$ cat src/rtl/signnarrow_pkg.sv
`default_nettype none
// ============================================================================
// Module      : signnarrow_pkg
// Description : Shared encodings and constants for the store-path narrower.
// Revision    : 1.0 - initial release
// ============================================================================
package signnarrow_pkg;

  // Pack state: EMPTY holds nothing, HALF holds the low half of a pair
  typedef enum logic [0:0] {
    EMPTY = 1'b0,
    HALF  = 1'b1
  } pack_state_e;

  // narrowSel encodings
  localparam logic NARROW_SIGNED   = 1'b0;
  localparam logic NARROW_UNSIGNED = 1'b1;

  // Saturation values for a 16-bit halfword
  localparam logic [15:0] SAT_SMAX = 16'h7FFF;
  localparam logic [15:0] SAT_SMIN = 16'h8000;
  localparam logic [15:0] SAT_UMAX = 16'hFFFF;

endpackage
`default_nettype wire

$ cat src/rtl/signnarrow_core.sv
`default_nettype none
// ============================================================================
// Module      : signnarrow_core
// Description : Combinational narrowing of one word to OUT_W bits with
//               overflow detection and optional saturation.
// Revision    : 1.0 - initial release
// ============================================================================
module signnarrow_core
  import signnarrow_pkg::*;
#(
  parameter int IN_W  = 32,
  parameter int OUT_W = 16
) (
  input  logic [IN_W-1:0]  in_data,
  input  logic             narrowSel,
  input  logic             sat_en,
  output logic [OUT_W-1:0] n,
  output logic             ovf
);

  logic [OUT_W-1:0]     w_smax;
  logic [OUT_W-1:0]     w_smin;
  logic [OUT_W-1:0]     w_umax;
  logic [IN_W-OUT_W:0]  w_sgn_bits;
  logic                 w_sfit;
  logic                 w_ufit;
  logic                 w_fit;

  // The halfword store path uses the shared constants; other widths derive them
  if (OUT_W == 16) begin : g_sat16
    assign w_smax = SAT_SMAX;
    assign w_smin = SAT_SMIN;
    assign w_umax = SAT_UMAX;
  end else begin : g_satgen
    assign w_smax = {1'b0, {(OUT_W-1){1'b1}}};
    assign w_smin = {1'b1, {(OUT_W-1){1'b0}}};
    assign w_umax = {OUT_W{1'b1}};
  end

  // Signed fit: every bit from the MSB down to the new sign bit agrees
  assign w_sgn_bits = in_data[IN_W-1:OUT_W-1];
  assign w_sfit     = (&w_sgn_bits) | ~(|w_sgn_bits);
  // Unsigned fit: nothing above the narrowed field
  assign w_ufit     = ~(|in_data[IN_W-1:OUT_W]);
  assign w_fit      = (narrowSel == NARROW_UNSIGNED) ? w_ufit : w_sfit;

  // Truncate by default; replace with the clamp value on saturating overflow
  always_comb begin
    n   = in_data[OUT_W-1:0];
    ovf = 1'b0;
    if (!w_fit) begin
      ovf = 1'b1;
      if (sat_en) begin
        if (narrowSel == NARROW_UNSIGNED) begin
          n = w_umax;
        end else begin
          n = in_data[IN_W-1] ? w_smin : w_smax;
        end
      end
    end
  end

endmodule
`default_nettype wire

$ cat src/rtl/signnarrow_pack.sv
`default_nettype none
// ============================================================================
// Module      : signnarrow_pack
// Description : Narrows register words to halfwords for memory stores,
//               optionally packing pairs into one word, with overflow stats.
// Revision    : 1.0 - initial release
// ============================================================================
module signnarrow_pack
  import signnarrow_pkg::*;
#(
  parameter int IN_W  = 32,
  parameter int OUT_W = 16,
  parameter int CNT_W = 8
) (
  input  logic               clk,
  input  logic               rst_n,
  input  logic               in_valid,
  output logic               in_ready,
  input  logic [IN_W-1:0]    in_data,
  input  logic               narrowSel,
  input  logic               sat_en,
  input  logic               pack_en,
  input  logic               flush,
  output logic               out_valid,
  input  logic               out_ready,
  output logic [2*OUT_W-1:0] out_data,
  output logic [1:0]         out_cnt,
  output logic [1:0]         out_ovf,
  input  logic               ovf_clr,
  output logic               ovf_sticky,
  output logic [CNT_W-1:0]   ovf_count
);

  pack_state_e          r_state;
  logic [OUT_W-1:0]     r_hold;
  logic                 r_hold_ovf;
  logic                 r_out_valid;
  logic [2*OUT_W-1:0]   r_out_data;
  logic [1:0]           r_out_cnt;
  logic [1:0]           r_out_ovf;
  logic                 r_ovf_sticky;
  logic [CNT_W-1:0]     r_ovf_count;

  logic [OUT_W-1:0]     w_n;
  logic                 w_ovf;
  logic                 w_in_ready;
  logic                 w_in_fire;
  logic                 w_out_fire;
  logic                 w_out_free;
  logic                 w_ovf_fire;

  signnarrow_core #(
    .IN_W  (IN_W),
    .OUT_W (OUT_W)
  ) u_core (
    .in_data   (in_data),
    .narrowSel (narrowSel),
    .sat_en    (sat_en),
    .n         (w_n),
    .ovf       (w_ovf)
  );

  assign w_out_free = ~r_out_valid | out_ready;
  assign w_out_fire = r_out_valid & out_ready;
  assign w_in_fire  = in_valid & w_in_ready;
  assign w_ovf_fire = w_in_fire & w_ovf;

  // A first half only touches the hold register, so it may enter under a stall
  always_comb begin
    w_in_ready = w_out_free;
    if (r_state == EMPTY && pack_en) begin
      w_in_ready = 1'b1;
    end
  end

  // Pack FSM with hold register and registered output stage
  always_ff @(posedge clk or negedge rst_n) begin
    if (!rst_n) begin
      r_state     <= EMPTY;
      r_hold      <= '0;
      r_hold_ovf  <= 1'b0;
      r_out_valid <= 1'b0;
      r_out_data  <= '0;
      r_out_cnt   <= 2'd0;
      r_out_ovf   <= 2'b00;
    end else begin
      if (w_out_fire) begin
        r_out_valid <= 1'b0;
      end
      case (r_state)
        EMPTY: begin
          if (w_in_fire) begin
            if (pack_en) begin
              r_hold     <= w_n;
              r_hold_ovf <= w_ovf;
              r_state    <= HALF;
            end else begin
              r_out_valid <= 1'b1;
              r_out_data  <= {{OUT_W{1'b0}}, w_n};
              r_out_cnt   <= 2'd1;
              r_out_ovf   <= {1'b0, w_ovf};
            end
          end
        end
        HALF: begin
          // A completing word takes priority; flush then has nothing left to do
          if (w_in_fire) begin
            r_out_valid <= 1'b1;
            r_out_data  <= {w_n, r_hold};
            r_out_cnt   <= 2'd2;
            r_out_ovf   <= {w_ovf, r_hold_ovf};
            r_state     <= EMPTY;
          end else if (flush && w_out_free) begin
            r_out_valid <= 1'b1;
            r_out_data  <= {{OUT_W{1'b0}}, r_hold};
            r_out_cnt   <= 2'd1;
            r_out_ovf   <= {1'b0, r_hold_ovf};
            r_state     <= EMPTY;
          end
        end
      endcase
    end
  end

  // Sticky flag and saturating counter; a clear still counts a same-cycle overflow
  always_ff @(posedge clk or negedge rst_n) begin
    if (!rst_n) begin
      r_ovf_sticky <= 1'b0;
      r_ovf_count  <= '0;
    end else if (ovf_clr) begin
      r_ovf_sticky <= w_ovf_fire;
      r_ovf_count  <= {{(CNT_W-1){1'b0}}, w_ovf_fire};
    end else if (w_ovf_fire) begin
      r_ovf_sticky <= 1'b1;
      if (r_ovf_count != {CNT_W{1'b1}}) begin
        r_ovf_count <= r_ovf_count + {{(CNT_W-1){1'b0}}, 1'b1};
      end
    end
  end

  assign in_ready   = w_in_ready;
  assign out_valid  = r_out_valid;
  assign out_data   = r_out_data;
  assign out_cnt    = r_out_cnt;
  assign out_ovf    = r_out_ovf;
  assign ovf_sticky = r_ovf_sticky;
  assign ovf_count  = r_ovf_count;

endmodule
`default_nettype wire
$ cat config.mk
export PLATFORM = sky130hd
export DESIGN_NAME = signnarrow_pack
export DESIGN_NICKNAME = d
export VERILOG_FILES = /design/src/rtl/signnarrow_pkg.sv /design/src/rtl/signnarrow_core.sv /design/src/rtl/signnarrow_pack.sv
export SDC_FILE = /design/constraint.sdc
export NUM_CORES = 1
export LEC_CHECK = 0
export CAP_MARGIN = 10
export CORE_MARGIN = 5
export CORE_UTILIZATION = 43
export DETAILED_ROUTE_END_ITERATION = 16
export HOLD_SLACK_MARGIN = 0.15
export PLACE_DENSITY = 0.76
export SETUP_SLACK_MARGIN = 0.02
export SLEW_MARGIN = 5
export SYNTH_ARGS = -nofsm -noshare
export SYNTH_HDL_FRONTEND = slang
export SYNTH_SLANG_ARGS = --single-unit
$ cat constraint.sdc
create_clock -name clk -period 1.6 [get_ports clk]
set_input_delay 0.24 -clock clk [delete_from_list [all_inputs] [get_ports clk]]
set_output_delay 0.24 -clock clk [all_outputs]
set_load 0.005 [all_outputs]
# Yosys cells after proc, flatten, opt, wreduce, memory -nomap -nowiden
# Cells that the tools add are included.
[op_classes]
muxes = 38
n_eq_ne = 4
bitwise = 9
reduce_logical = 10
n_addsub = 1
[op_table]
columns = ["op", "n"]
rows = [
  ["32-bit 2-to-1 mux", 4],
  ["16-bit 2-to-1 mux", 4],
  ["32-bit case mux with 2 select lines", 1],
  ["8-bit 2-to-1 mux", 3],
  ["17-bit AND reduction", 1],
  ["17-bit OR reduction", 1],
  ["2-bit 2-to-1 mux", 8],
  ["16-bit OR reduction", 1],
  ["1-bit 2-to-1 mux", 14],
  ["8-bit by 1-bit adder with 8-bit output, second input constant", 1],
  ["8-bit != test, second input constant", 1],
  ["2-bit case mux with 2 select lines", 2],
  ["3-bit AND reduction", 2],
  ["2-bit != test, second input constant", 2],
  ["1-bit NOT", 4],
  ["1-bit case mux with 2 select lines", 2],
  ["2-bit nonzero test", 2],
  ["1-bit bitwise AND", 3],
  ["3-bit by 1-bit != test with 1-bit output, second input constant", 1],
  ["1-bit logical AND", 2],
  ["1-bit bitwise OR", 2],
  ["2-bit AND reduction", 1],
]
[word_totals]
out_inout_bits = 47
in_bits = 41
elab_cells = 71
register_bits = 64

# Longest topological paths before layout
[logic_depth]
ltp_word = 8
ltp_mapped = 7

# Modules after synthesis
# A second synthesis with hierarchy kept.
[unflattened]
cells_unflattened = 270
area_unflattened_um2 = 3010.4
[modules_own_cells]
columns = ["mod", "area_per_inst_um2", "instances", "cells_each", "seq_area_each_um2"]
rows = [
  ["signnarrow_pack", 2678.8, 1, 219, 1601.5],
  ["signnarrow_core", 331.6, 1, 51, 0.0],
]

# Worst setup path after synthesis
# OpenSTA, ideal clock, no wires.
[synth_path]
path_type = "input to register"
startpoint = "input port in_data[23]"
endpoint = "register r_out_data[21], in the netlist out_data[21]"
n_path_buf = 1
required_ns = 1.474
stages = 6
setup_ns = 0.126
t_arrival_ns = 1.668
setup_slack_ns = -0.194
cell_sequence = "nand4_1 or3_1 o32ai_4 nor3_2 buf_6 a221o_1"
[synth_via]
elab_chain_len = 7
word_cells_on_any_way = 10
[synth_lines]
columns = ["item", "line_no", "rtl"]
rows = [
  ["from (decl)", "signnarrow_pack.sv:19", "input logic [IN_W-1:0] in_data,"],
  ["17-bit OR reduction", "signnarrow_core.sv:42", "assign w_sfit = (&w_sgn_bits) | ~(|w_sgn_bits);"],
  ["1-bit NOT", "signnarrow_core.sv:42", ""],
  ["1-bit bitwise OR", "signnarrow_core.sv:42", ""],
  ["1-bit 2-to-1 mux *", "signnarrow_core.sv:45", "assign w_fit = (narrowSel == NARROW_UNSIGNED) ? w_ufit : w_sfit;"],
  ["16-bit 2-to-1 mux *", "signnarrow_core.sv:51", "if (!w_fit) begin"],
  ["32-bit 2-to-1 mux *", "signnarrow_pack.sv:107", "if (w_in_fire) begin"],
  ["32-bit case mux with 2 select lines *", "signnarrow_pack.sv:90", "case (r_state)"],
  ["to (signal assigned)", "signnarrow_pack.sv:99", "r_out_data <= {{OUT_W{1'b0}}, w_n};"],
  ["to (signal assigned)", "signnarrow_pack.sv:109", "r_out_data <= {w_n, r_hold};"],
  ["to (signal assigned)", "signnarrow_pack.sv:115", "r_out_data <= {{OUT_W{1'b0}}, r_hold};"],
  ["to (decl)", "signnarrow_pack.sv:38", "logic [2*OUT_W-1:0] r_out_data;"],
]
# Every way passes the cells marked *; elsewhere a longest branch is shown, timed or not.
# A chain may end at the register's enable or synchronous reset.

# Worst setup path after layout
[layout_path]
startpoint = "register r_ovf_count[0], in the netlist ovf_count[0]"
endpoint = "register r_ovf_count[5], in the netlist ovf_count[5]"
[layout_via]
elab_chain_len = 4
word_cells_on_any_way = 7
[layout_lines]
columns = ["item", "line_no", "rtl"]
rows = [
  ["from (decl)", "signnarrow_pack.sv:42", "logic [CNT_W-1:0] r_ovf_count;"],
  ["from (signal assigned)", "signnarrow_pack.sv:132", "r_ovf_count <= {{(CNT_W-1){1'b0}}, w_ovf_fire};"],
  ["from (signal assigned)", "signnarrow_pack.sv:136", "r_ovf_count <= r_ovf_count + {{(CNT_W-1){1'b0}}, 1'b1};"],
  ["8-bit by 1-bit adder with 8-bit output", "signnarrow_pack.sv:136", ""],
  ["8-bit 2-to-1 mux", "signnarrow_pack.sv:135", "if (r_ovf_count != {CNT_W{1'b1}}) begin"],
  ["8-bit 2-to-1 mux", "signnarrow_pack.sv:133", "end else if (w_ovf_fire) begin"],
  ["8-bit 2-to-1 mux", "signnarrow_pack.sv:130", "end else if (ovf_clr) begin"],
]
# Parallel ways exist; a longest one is shown, timed or not. The select of a mux whose other input is x is not followed.

==> impl_metrics.ini <==
[run_status]
outcome = finished with violations
violations = negative setup slack

[timing]
grt_setup_unrepaired = true
drv_slew = 0
skew_ps = 11.5
setup_viol = 57
timing.final.ws_setup_ps = -351
hold_viol = 0
period_share_pct = 122
tightest_slew_ps = 434
fin_crit_ps = 1950
slew_headroom_pct = 70.8
fmax_mhz = 513

[critical_path]
crit_path_start_kind = flop
rr_worst_depth = 6
startpoint = ovf_count[0]$_DFFE_PN0P_
timing.rr.end = ovf_count[5]$_DFFE_PN0P_
worst_r2r_startpoint = ovf_count[0]$_DFFE_PN0P_
path_max_fanout = 5
critPathKind = reg -> reg
cp-end-kind = flop
required_ps = 1880
rrSetupSlack_ps = -350
arrival_ps = 2230

[layout]
regArea_um2 = 1600
fin_cells = 571
area_growth_pct = 87.6
drive_gt1_share_pct = 44.6
nets = 512
multi_input_comb_area_um2 = 1890
fill_cells = 325
diodes = 0
mostFrequentLayoutCells = dfrtp_1 (64), clkdlybuf4s50_1 (57), buf_4 (50)
final_common_cell = dfrtp_1

[global_route]
grt_usage_pct = 27.5
grt_pass1_wl_mm = 19.0
antenna_found_initial = 0
use_met1_pct = 33.0
grt_pass1_vias = 3647
grt_start_max_net_pins = 65
busiest_layer = met2
met2_usage_pct = 46.3
globalRouteMet3Util_pct = 6.93
overflow = 0

[logic_synthesis]
async_reset_ff_share_pct = 100
mappedNetlistArea_um2 = 3080
synth_top_area_share_pct = 51.9
yosys.area.top_type = dfrtp_1
yosysWarnings = 0
netlist_instances = 302
synth_cell_types = 36
yosys-top-cells-area = dfrtp_1 (52%), a221o_1 (9.7%), a21oi_1 (6.0%), nand3_1 (5.0%), nor3b_1 (3.7%)
avgSynthCellArea_um2 = 10.2
syn_nets = 344
synthFlopType = dfrtp_1
ys_seq_area_share_pct = 51.9
synth_edf_count = 0
ys_ff_latch = 64

[cts]
cts_buffers = 9
clockBufferDepth = 2
htree_levels = 3
path_clk_slew_ps = 80
cts_tree = yes
root_buffer = clkbuf_8
cts.sinks = 64
clk_latency_ps = 350

[routing]
wl_mm = 14.3
firstDrtPassIters = 6
drt_iter0_markers = 374
avgRoutedWirePerCell_um = 25.0
ant_nets = 0
vias_per_cell = 6.45
dr_total_vias = 3684
drc = 0

[place]
placedCellCount = 520
globalplace.congestion = 0.823
place_ws_ps = -753
port_buffers = 87
hpwlAfterDp_mm = 6.72

[run]
max_cap_violations = 0

[die]
io_pins = 88
rows = 30
die_w_um = 94.7
start_util_pct = 44.9
dieArea_um2 = 8970
core_area_um2 = 6870
die_h_um = 94.7

[power_and_ir_drop]
ir_drop_mv = 0.631
p_leak_nw = 2.60
power_density_nw_per_um2 = 1060

[worst_hold_path]
worstHoldPathType = in -> async
==> report_power, final <==
group | total, mW | internal [mW] | switching [mW]
clock network | 1.49 | 0.768 | 0.725
logic | 2.29 | 1.33 | 0.953
registers | 2.33 | 1.99 | 0.337
total | 6.11 | 4.09 | 2.02
==> metrics by stage <==
step | power (mW) | hold WS, ps | cell area (um^2) | TNS [ps] | util [%]
finish | 6.11 | 420 | 5790 | -9870 | 84.2
global route | 6.33 | 460 | 5790 | -11640 | 84.2
CTS | 5.62 | 387 | 5370 | -1670 | 78.2
detailed placement | 3.90 | 284 | 4540 | -40440 | 66.2
global placement | 3.85 | 279 | 4540 | -36230 | 66.2
floorplan | 2.88 | -55.6 | 3220 | -3230 | -
==> cell families after synthesis <==
kind of cell | Yosys count | synth area share [%]
compound gates | 89 | 21.1
flops | 64 | 51.9
simple gates | 118 | 21.1
mux | 2 | 0.690
xor+xnor | 1 | 0.284
buf+inv | 27 | 4.50
fa+ha+maj | 1 | 0.406
==> worst max path at each step <==
stage	to	cells after the start
6_report	ovf_count[5]$_DFFE_PN0P_	6
5_1_grt	ovf_count[5]$_DFFE_PN0P_	6
4_1_cts	ovf_count[5]$_DFFE_PN0P_	6
3_5_place_dp	r_hold[9]$_DFFE_PN0P_	6
3_3_place_gp	r_hold[6]$_DFFE_PN0P_	6
2_1_floorplan	out_data[21]$_DFFE_PN0P_	6
==> flip-flops by register name, summed over array words and instances, names as in the netlist <==
register,flops
out_ovf,2
out_cnt,2
r_hold,16
out_data,32
out_valid,1
ovf_count,8
r_state,1
ovf_sticky,1
r_hold_ovf,1
==> area by class of cell <==
cell class / count / area share [%]
clock inverters: 6 / 1.17
inverters: 2 / 0.130
clock buffers: 10 / 2.38
well taps: 96 / 2.08
flip-flops and latches: 64 / 27.7
repair buffers: 181 / 33.8
multi-input cells: 212 / 32.7
==> synth_stat cells, types with 2 or more instances <==
library cell / number
dfrtp_1: 64
a21oi_1: 37
nand3_1: 31
a221o_1: 30
nor2_1: 19
nor3b_1: 15
clkbuf_1: 14
nand2_1: 13
o21ai_0: 10
nand4_1: 9
nand2b_1: 7
nor2b_1: 6
or3_1: 5
nor4_1: 4
buf_2: 3
buf_4: 3
buf_6: 3
o31ai_1: 3
or4_1: 3
and3_1: 2
buf_1: 2
inv_1: 2
nor3_2: 2
o21a_1: 2
o21ba_2: 2
==> critical path: stages (launching register included) <==
cell,delay (ps)
dfrtp_1,400
ha_2,210
nand4b_1,140
o221a_4,210
nand4_1,230
or4_1,540
a21oi_2,160
==> routing by layer <==
layer	up-vias	part of all wire, %
met5	-	0
met1	1812	37
met3	75	9.6
li1	1489	-
met2	308	49
met4	0	4.5
==> repair_timing <==
action	4_1_cts	5_1_grt
endpoints found under the setup margin	65	66
hold buffers	1	0
endpoints found under the hold margin	64	0
gates resized for setup	132	87
pin swaps	37	52
setup buffers	19	12
cloned	8	3
Note: power is estimated with default switching activity, not from simulation.
